$ cat src/rtl/led_switch_io_if.sv
// led_switch_io_if: CPU-side IO bus between the memory/IO routing stage and the LED/switch block.
interface led_switch_io_if;
    logic        iLedCtrl;
    logic        iSwitchCtrl;
    logic [3:0]  iAddressLow;
    logic [31:0] iWriteData;
    logic [15:0] oIoReadData;

    // Routing stage drives selects, offset and store data; it receives load data.
    modport master (
        output iLedCtrl,
        output iSwitchCtrl,
        output iAddressLow,
        output iWriteData,
        input  oIoReadData
    );

    // The peripheral consumes the store/load request and returns load data.
    modport slave (
        input  iLedCtrl,
        input  iSwitchCtrl,
        input  iAddressLow,
        input  iWriteData,
        output oIoReadData
    );
endinterface

$ cat src/rtl/led_switch_io.sv
// led_switch_io: LED register, switch synchroniser/debouncer and sticky change flag behind the CPU IO bus.
module led_switch_io #(
    parameter int DEBOUNCE_CYCLES = 230000
) (
    input  logic                  iClock,
    input  logic                  iReset,
    led_switch_io_if.slave        bus,
    input  logic [23:0]           iSwitchPins,
    output logic [23:0]           oLedPins
);
    localparam int CW = $clog2(DEBOUNCE_CYCLES + 1);
    localparam logic [CW-1:0] LAST = CW'(DEBOUNCE_CYCLES - 1);

    logic [23:0]   led_q, led_d;
    logic [23:0]   sync1_q, sync2_q;
    logic [23:0]   stable_q, stable_d;
    logic [CW-1:0] cnt_q, cnt_d;
    logic          flag_q, flag_d;
    logic          accept;
    logic          clr;

    // LED field update: offset 0x0 loads the low 16 LEDs, 0x2 the top 8; other offsets leave LEDs alone.
    always_comb begin
        led_d = led_q;
        if (bus.iLedCtrl && bus.iAddressLow == 4'h0) led_d[15:0] = bus.iWriteData[15:0];
        if (bus.iLedCtrl && bus.iAddressLow == 4'h2) led_d[23:16] = bus.iWriteData[7:0];
    end

    // Shared-counter debounce: any mismatch with the accepted value counts, a return to it restarts.
    always_comb begin
        accept   = (sync2_q != stable_q) && (cnt_q == LAST);
        clr      = bus.iSwitchCtrl && bus.iAddressLow == 4'h4;
        cnt_d    = (sync2_q == stable_q || accept) ? '0 : cnt_q + CW'(1);
        stable_d = accept ? sync2_q : stable_q;
        flag_d   = accept ? 1'b1 : (clr ? 1'b0 : flag_q);
    end

    // Load data is combinational so it lands in the same single-cycle load; reads return pre-clear flag.
    always_comb begin
        bus.oIoReadData = !bus.iSwitchCtrl          ? 16'h0000 :
                          bus.iAddressLow == 4'h0   ? stable_q[15:0] :
                          bus.iAddressLow == 4'h2   ? {8'h00, stable_q[23:16]} :
                          bus.iAddressLow == 4'h4   ? {15'h0000, flag_q} :
                                                      16'h0000;
    end

    // State registers; reset clears everything at once so switches re-qualify from zero.
    always_ff @(posedge iClock or posedge iReset) begin
        if (iReset) begin
            led_q    <= '0;
            sync1_q  <= '0;
            sync2_q  <= '0;
            stable_q <= '0;
            cnt_q    <= '0;
            flag_q   <= 1'b0;
        end else begin
            led_q    <= led_d;
            sync1_q  <= iSwitchPins;
            sync2_q  <= sync1_q;
            stable_q <= stable_d;
            cnt_q    <= cnt_d;
            flag_q   <= flag_d;
        end
    end

    assign oLedPins = led_q;
endmodule

$ cat src/flat_wrapper.sv
// flat-port wrapper written by rule: the top's interface ports become plain ports
module led_switch_io_flat 
#(
    parameter int DEBOUNCE_CYCLES = 230000
)
  (iClock, iReset, iSwitchPins, oLedPins, bus_iLedCtrl, bus_iSwitchCtrl, bus_iAddressLow, bus_iWriteData, bus_oIoReadData);
  led_switch_io_if bus_i ();
  input  logic iClock;
  input  logic iReset;
  input  logic [23:0] iSwitchPins;
  output logic [23:0] oLedPins;
  input wire logic [$bits(bus_i.iLedCtrl)-1:0] bus_iLedCtrl;
  input wire logic [$bits(bus_i.iSwitchCtrl)-1:0] bus_iSwitchCtrl;
  input wire logic [$bits(bus_i.iAddressLow)-1:0] bus_iAddressLow;
  input wire logic [$bits(bus_i.iWriteData)-1:0] bus_iWriteData;
  output wire logic [$bits(bus_i.oIoReadData)-1:0] bus_oIoReadData;
  assign bus_i.iLedCtrl = bus_iLedCtrl;
  assign bus_i.iSwitchCtrl = bus_iSwitchCtrl;
  assign bus_i.iAddressLow = bus_iAddressLow;
  assign bus_i.iWriteData = bus_iWriteData;
  assign bus_oIoReadData = bus_i.oIoReadData;
  led_switch_io #(.DEBOUNCE_CYCLES(DEBOUNCE_CYCLES)) u_core (.iClock(iClock), .iReset(iReset), .bus(bus_i), .iSwitchPins(iSwitchPins), .oLedPins(oLedPins));
endmodule
$ cat config.mk
export PLATFORM = sky130hd
export DESIGN_NAME = led_switch_io_flat
export DESIGN_NICKNAME = d
export VERILOG_FILES = /design/src/rtl/led_switch_io_if.sv /design/src/rtl/led_switch_io.sv /design/src/flat_wrapper.sv
export SDC_FILE = /design/constraint.sdc
export NUM_CORES = 1
export LEC_CHECK = 0
export BUFFER_PORTS_ARGS = -buffer_cell sky130_fd_sc_hd__clkbuf_2
export CAP_MARGIN = 20
export CORE_MARGIN = 8
export CORE_UTILIZATION = 52
export DETAILED_ROUTE_END_ITERATION = 16
export GPL_TIMING_DRIVEN = 0
export PLACE_DENSITY_LB_ADDON = 0.05
export SLEW_MARGIN = 40
export SYNTH_ARGS = -nofsm -noshare
export SYNTH_HDL_FRONTEND = slang
export SYNTH_SLANG_ARGS = --single-unit
$ cat constraint.sdc
create_clock -name iClock -period 11 [get_ports iClock]
set_input_delay 2.2 -clock iClock [delete_from_list [all_inputs] [get_ports iClock]]
set_output_delay 2.2 -clock iClock [all_outputs]
set_load 0.02 [all_outputs]
==> results of run 1 <==
==> power groups by stage <==
stage	Clock (mW)	Combinational (mW)	Sequential, mW
detailed placement	0	0.0985	0.474
finish	0.562	0.0971	0.468
floorplan	0	0.0305	0.499
global placement	0	0.0949	0.473
CTS	0.572	0.0987	0.468
global route	0.594	0.105	0.471
==> stage by stage <==
step | utilization [%] | power, mW | hold WS (ns) | worst slack (ns) | instances
2_1_floorplan | - | 0.5292 | 0.3312 | 5.365 | 310
3_3_place_gp | 60.45 | 0.5678 | 0.3313 | 4.539 | 502
3_5_place_dp | 60.88 | 0.5729 | 0.3347 | 4.741 | 503
4_1_cts | 68.41 | 1.138 | 0.3430 | 4.724 | 535
5_1_grt | 68.63 | 1.169 | 0.3455 | 4.888 | 535
6_report | 68.63 | 1.127 | 0.3396 | 4.985 | 535
==> logic make-up after synthesis <==
family	synth area share, %
compound gates	2.059
xor+xnor	8.007
fa+ha+maj	0.2859
buf+inv	1.516
flops	65.77
mux	12.35
simple gates	10.01
==> worst min-delay path by stage <==
stage                               to  slack, ns  cells past startpoint
finish               u_core.sync2_q[6]       0.34                      0
global route         u_core.sync2_q[6]       0.35                      0
CTS                  u_core.sync2_q[6]       0.34                      0
detailed placement  u_core.sync2_q[18]       0.33                      0
global placement    u_core.sync2_q[17]       0.33                      0
floorplan            u_core.sync2_q[0]       0.33                      0
==> synthesized netlist by cell type (all sizes together) <==
| cell type | count |
|---|---|
| dfrtp | 115 |
| mux2 | 48 |
| xnor2 | 32 |
| nor2 | 25 |
| and3 | 10 |
| nand3 | 10 |
| nand4 | 9 |
| nor2b | 8 |
| xor2 | 8 |
| a22oi | 7 |
| nand2 | 7 |
| inv | 5 |
| buf | 4 |
| clkbuf | 4 |
| nor3 | 3 |
| nor4 | 3 |
| a21oi | 2 |
| and4 | 2 |
| a21bo | 1 |
| a21o | 1 |
| and2 | 1 |
| ha | 1 |
| nand4b | 1 |
| nor4b | 1 |
| o22ai | 1 |
| or4b | 1 |
==> worst max-delay path, stage by stage <==
cell and delay [ns]:
sky130_fd_sc_hd__clkbuf_2 0.13, sky130_fd_sc_hd__nor4_4 0.57, sky130_fd_sc_hd__clkbuf_1 0.45, sky130_fd_sc_hd__a22oi_1 0.16
sky130_fd_sc_hd__nor2b_1 0.14, sky130_fd_sc_hd__clkbuf_2 0.17
==> cell type report <==
cell class / count / area share, %
Multi-Input combinational cell: 182 / 25.83
Tap cell: 105 / 2.342
Clock buffer: 19 / 7.694
Buffer: 8 / 0.8475
Timing Repair Buffer: 88 / 8.252
Clock inverter: 13 / 3.278
Sequential cell: 115 / 51.29
Inverter: 5 / 0.4683
==> registers in the layout, summed over array words and instances, names as in the netlist <==
signal / flops
u_core.sync2_q: 24
u_core.flag_q: 1
u_core.sync1_q: 24
u_core.oLedPins: 24
u_core.stable_q: 24
u_core.cnt_q: 18
==> metal layers <==
metal / vias to the layer above / global-route usage, % / share of wire [%]
met1: 1340 / 19.96 / 41
met4: 0 / 5.352 / 0.58
li1: 1287 / - / -
met3: 6 / 8.263 / 8.1
met2: 77 / 25.96 / 51
met5: - / 0 / 0
==> run summary, run 1 <==
===============================================================================
Final Hold Violating Endpoints                                                0
DIE WIDTH                                                              107.7 um
CP startpoint                                                      bus_iAddressLow[1]
Top fanout value on the critical path                                        10
Share of the clock period used by the worst path after layout            54.68%
Unrepaired setup endpoints after global routing                              no
Path type of the worst min-delay path                                reg -> reg
Switch share                                                             23.20%
Hold path start                                                    u_core.sync1_q[6]
Number of DRC markers after the initial detailed-route iteration            116
Reg-to-reg slack, setup                                                 8.61 ns
Worst Setup EP                                                     bus_oIoReadData[7]
HPWL reported at the end of detailed placement                         6.100 mm
Start-to-end type of the worst setup path                             in -> out
Share of layout cells above drive strength 1                             41.16%
Vias in the first global route                                             2921
GPL Wtd Cong                                                             0.7596
H-tree depth                                                                  4
Leakage power summed over all cells                                    2.678 nW
Post-route design area                                                 5610 um2
Root buf cell                                                      sky130_fd_sc_hd__clkbuf_8
Overflow left after global routing                                            0
Routed WL per cell                                                     16.74 um
Sequential power share                                                    41.5%
Initial core utilization                                                 53.52%
# rows                                                                       33
Sequential cell area fraction in the yosys report                        65.77%
Inserted Diodes                                                               0
Final nets                                                                  482
Max-cap viol count                                                            0
Area growth, synth to finish                                             28.22%
Required time of the critical path                                      8.80 ns
Slew @ Worst Pin                                                      0.5985 ns
Count of unresolved DRC violations after routing                              0
Result of the run                                                  finished, final reports clean
Total area of sequential cells                                         2878 um2
Type of destination of the critical path                           primary output
I/O Pins                                                                    104
Antenna violations before repair                                              0
Inserted Clock Buffers                                                       17
Worst-case headroom to the max-slew limit                                59.73%
Routed via count                                                           2710
Count of cell types in the netlist                                           30
Power dissipated by switching net loads                                261.5 uW
Longest Clk Path Bufs                                                         2
Area share of the leading cell type in the synthesized netlist           65.77%
Pin count of the biggest net entering global routing                         61
Number of cells on the worst reg-to-reg path                                  6
Worst clock skew on the final layout                                0.005633 ns
Area of the die                                                       11610 um2
Maximum clock frequency                                               166.3 MHz
Power density relative to cell area                                200.9 nW/um2
Filler Cells Inserted                                                       588
Most common cell after layout, fill and taps aside                 sky130_fd_sc_hd__dfrtp_1
Final Slew Violations                                                         0
Reg clk slew, reported paths                                            0.06 ns
Standard cell core area                                                8175 um2
Cells resized by post-CTS repair                                              0
Internal power summed over all cells                                   865.6 uW
Cell type contributing the most total cell area after synthesis    sky130_fd_sc_hd__dfrtp_1
Post-CTS setup-driven buffer insertion count                                  0
Mean instance size in the synthesized netlist                         14.11 um2
Syn Inst Count                                                              310
Worst skew pair latency                                                 0.50 ns
Highest ir drop seen on vdd                                            144.0 uV
Multi-input combinational cell area                                    1449 um2
Via density                                                               5.065
Die Y-Extent                                                           107.7 um
Setup TNS                                                                  0 ns
Synthesized area                                                       4375 um2
Yosys Warn Count                                                              0
Area contributors post-synth                                       sky130_fd_sc_hd__dfrtp_1 (66%), sky130_fd_sc_hd__mux2_2 (12%), sky130_fd_sc_hd__xnor2_1 (6.4%), sky130_fd_sc_hd__nor2_1 (2.1%), sky130_fd_sc_hd__xor2_1 (1.6%)
Number of clock sinks                                                       115
# setup viols final                                                           0
Net count after synthesis                                                   375
Placed inst area                                                       4977 um2
Port Buf Inserts                                                             87
Clock tree from TritonCTS                                                   yes
First-pass GRT wire length                                             14.83 mm
Hold-fix buffer count after cts                                               0
Launch point of the worst reg-to-reg path                          u_core.cnt_q[12]
Global routing usage summed across all routing layers                    16.75%
Reg2Reg Capture Point                                              u_core.stable_q[22]
Startpoint type of the worst setup path                              input port
Pre-Repair DR Iteration Count                                                 4
Synth Register Bits                                                         115
Relative contribution of combinational cells to total power                8.6%
Min cycle time layout                                                  6.015 ns
WL final                                                               8.957 mm
Arrival time worst endpoint                                             3.82 ns
Detail Route Antenna Nets                                                     0
Most frequent cells in the layout                                  sky130_fd_sc_hd__dfrtp_1 (115), sky130_fd_sc_hd__clkbuf_2 (87), sky130_fd_sc_hd__mux2_2 (48)
Portion of total power attributed to the clock network                    49.9%
===============================================================================
(Power assumes the default switching activity.)
==> run 2: changes to the inputs <==
--- a/config.mk
+++ b/config.mk
@@ -8,7 +8,7 @@
 export BUFFER_PORTS_ARGS = -buffer_cell sky130_fd_sc_hd__clkbuf_2
 export CAP_MARGIN = 20
 export CORE_MARGIN = 8
-export CORE_UTILIZATION = 52
+export CORE_UTILIZATION = 48
 export DETAILED_ROUTE_END_ITERATION = 16
 export GPL_TIMING_DRIVEN = 0
 export PLACE_DENSITY_LB_ADDON = 0.05
==> constraint.sdc (replaced) <==
create_clock -name iClock -period 5.5 [get_ports iClock]
set_input_delay 1.1 -clock iClock [delete_from_list [all_inputs] [get_ports iClock]]
set_output_delay 1.1 -clock iClock [all_outputs]
set_load 0.02 [all_outputs]
==> run 2 against run 1 <==
  * Sequential share of layout area is 0.15 points higher
  * Non-clock buffer count unchanged
  * Register-to-register slack worse by 5.6 ns
  * Flip-flop and latch count stayed put
  * Routed wire length fell by 4.8%
  * Design area is 0.29% lower
  * Hold slack improved by 0.0021 ns
  * Clock power increased by 90%
  * Worst setup slack got worse by 3.3 ns
  * Critical path type unchanged
  * Largest cell class unchanged
  * Highest routed layer unchanged
==> run summary, run 2 (synthesized netlist as in run 1, its figures left out) <==
===============================================================================
Count of unresolved DRC violations after routing                              0
Final nets                                                                  482
Area of the die                                                       12430 um2
Routed WL per cell                                                     15.75 um
GPL Wtd Cong                                                             0.7807
Initial core utilization                                                 48.50%
Total power consumption of the routed design                           2.201 mW
Start-to-end type of the worst setup path                             in -> out
Crit-path most repeated cell                                       sky130_fd_sc_hd__clkbuf_2
Worst path cell trace                                              clkbuf_2 > nor4_4 > clkbuf_1 > a22oi_1 > nor2b_1 > clkbuf_2
Sequential power share                                                    42.5%
Inserted Clock Buffers                                                       17
Most common cell after layout, fill and taps aside                 sky130_fd_sc_hd__dfrtp_1
Dominant delay contributor by cell family on the critical path     buffers and inverters
# rows                                                                       35
Number of DRC markers after the initial detailed-route iteration             98
Vias in the first global route                                             2968
Detail Route Antenna Nets                                                     0
Most crowded layer after global routing                                    met2
Overflow left after global routing                                            0
Leakage power summed over all cells                                    2.672 nW
Unrepaired setup endpoints after global routing                              no
Top fanout value on the critical path                                        10
Path type of the worst min-delay path                                reg -> reg
Pre-Repair DR Iteration Count                                                 5
WL final                                                               8.523 mm
# setup viols final                                                           0
Buffers plus inverters on the worst setup path                                3
Dpl cells                                                                   509
Antenna violations before repair                                              0
Die Y-Extent                                                           111.5 um
First-pass GRT wire length                                             14.37 mm
Global routing usage summed across all routing layers                    14.47%
Routed via count                                                           2706
Post-CTS setup-driven buffer insertion count                                  0
Non-filler cells in the finished layout                                     541
Filler Cells Inserted                                                       760
Inserted Diodes                                                               0
Maximum clock frequency                                               265.1 MHz
Worst skew pair latency                                                 0.51 ns
Standard cell core area                                                9021 um2
Result of the run                                                  finished, final reports clean
Arrival time worst endpoint                                             2.67 ns
H-tree depth                                                                  4
Met1 Usage GRT                                                           17.21%
Met2 Resource Use GR                                                     22.64%
Pin count of the biggest net entering global routing                         73
Required time of the critical path                                      4.40 ns
I/O Pins                                                                    104
Final Hold Violating Endpoints                                                0
Via density                                                               5.002
Setup slack after layout                                               1.728 ns
Reg clk slew, reported paths                                            0.06 ns
Area growth, synth to finish                                             27.85%
Min cycle time layout                                                  3.772 ns
Power dissipated by switching net loads                                515.8 uW
Switch share                                                             23.43%
Met3 track utilization from global routing                               6.290%
Critical path's largest stage delay                                     0.57 ns
Final worst hold slack                                                0.3417 ns
Type of destination of the critical path                           primary output
Slew @ Worst Pin                                                      0.5924 ns
Share of layout cells above drive strength 1                             41.16%
Clock tree from TritonCTS                                                   yes
Post-layout util                                                         62.01%
Placed inst area                                                       4994 um2
Startpoint type of the worst setup path                              input port
Highest-delay cell along the critical path                         sky130_fd_sc_hd__nor4_4
HPWL reported at the end of detailed placement                         6.144 mm
Most frequent cells in the layout                                  sky130_fd_sc_hd__dfrtp_1 (115), sky130_fd_sc_hd__clkbuf_2 (87), sky130_fd_sc_hd__mux2_2 (48)
Final Slew Violations                                                         0
Power density relative to cell area                                393.4 nW/um2
Share of the clock period used by the worst path after layout            68.58%
Worst clock skew on the final layout                                0.008572 ns
Portion of total power attributed to the clock network                    48.7%
Number of clock sinks                                                       115
Hold-fix buffer count after cts                                               0
Relative contribution of combinational cells to total power                8.7%
Root buf cell                                                      sky130_fd_sc_hd__clkbuf_8
Cells resized by post-CTS repair                                              0
Longest Clk Path Bufs                                                         2
DIE WIDTH                                                              111.5 um
Worst Setup Slack post-DPL                                             1.672 ns
Worst-case headroom to the max-slew limit                                60.14%
Internal power summed over all cells                                   1.685 mW
Setup TNS                                                                  0 ns
Highest ir drop seen on vdd                                            232.2 uV
Max-cap viol count                                                            0
Port Buf Inserts                                                             87
Post-route design area                                                 5594 um2
===============================================================================
[run 2: power by group through the flow]
| stage | clock [mW] | sequential [mW] | combinational, mW |
|---|---|---|---|
| after floorplan | 0 | 0.997 | 0.0611 |
| after global placement | 0 | 0.946 | 0.190 |
| after detailed placement | 0 | 0.950 | 0.198 |
| after CTS | 1.09 | 0.936 | 0.198 |
| after global routing | 1.13 | 0.941 | 0.210 |
| final | 1.07 | 0.936 | 0.192 |
[run 2: metal layers]
metal	up-vias	wire [um]
met2	82	4141
met3	10	626
met1	1335	3660
met4	0	95
li1	1279	-
met5	-	0
[run 2: final timing paths]
check / start / endpoint / slack (ns) / cells after the start
worst max-delay path: bus_iAddressLow[1] / bus_oIoReadData[7] / 1.73 / 6
worst min-delay path: u_core.sync1_q[7] / u_core.sync2_q[7] / 0.34 / 0
worst max register to register: u_core.cnt_q[12] / u_core.stable_q[17] / 3.03 / 6
worst min register to register: u_core.sync1_q[7] / u_core.sync2_q[7] / 0.34 / 0
max in group asynchronous: iReset / u_core.sync2_q[15] / 4.31 / 3
min in group asynchronous: iReset / u_core.oLedPins[23] / 0.57 / 2
[run 2: final cells by class]
cell class / instances / area [um2] / area share, %
plain buffers: 8 / 47.55 / 0.8499
flip-flops and latches: 115 / 2878 / 51.44
multi-input cells: 182 / 1449 / 25.90
well taps: 111 / 138.9 / 2.483
clock buffers: 19 / 431.7 / 7.716
clock inverters: 13 / 160.2 / 2.863
repair buffers: 88 / 462.9 / 8.276
inverters: 5 / 26.28 / 0.4697
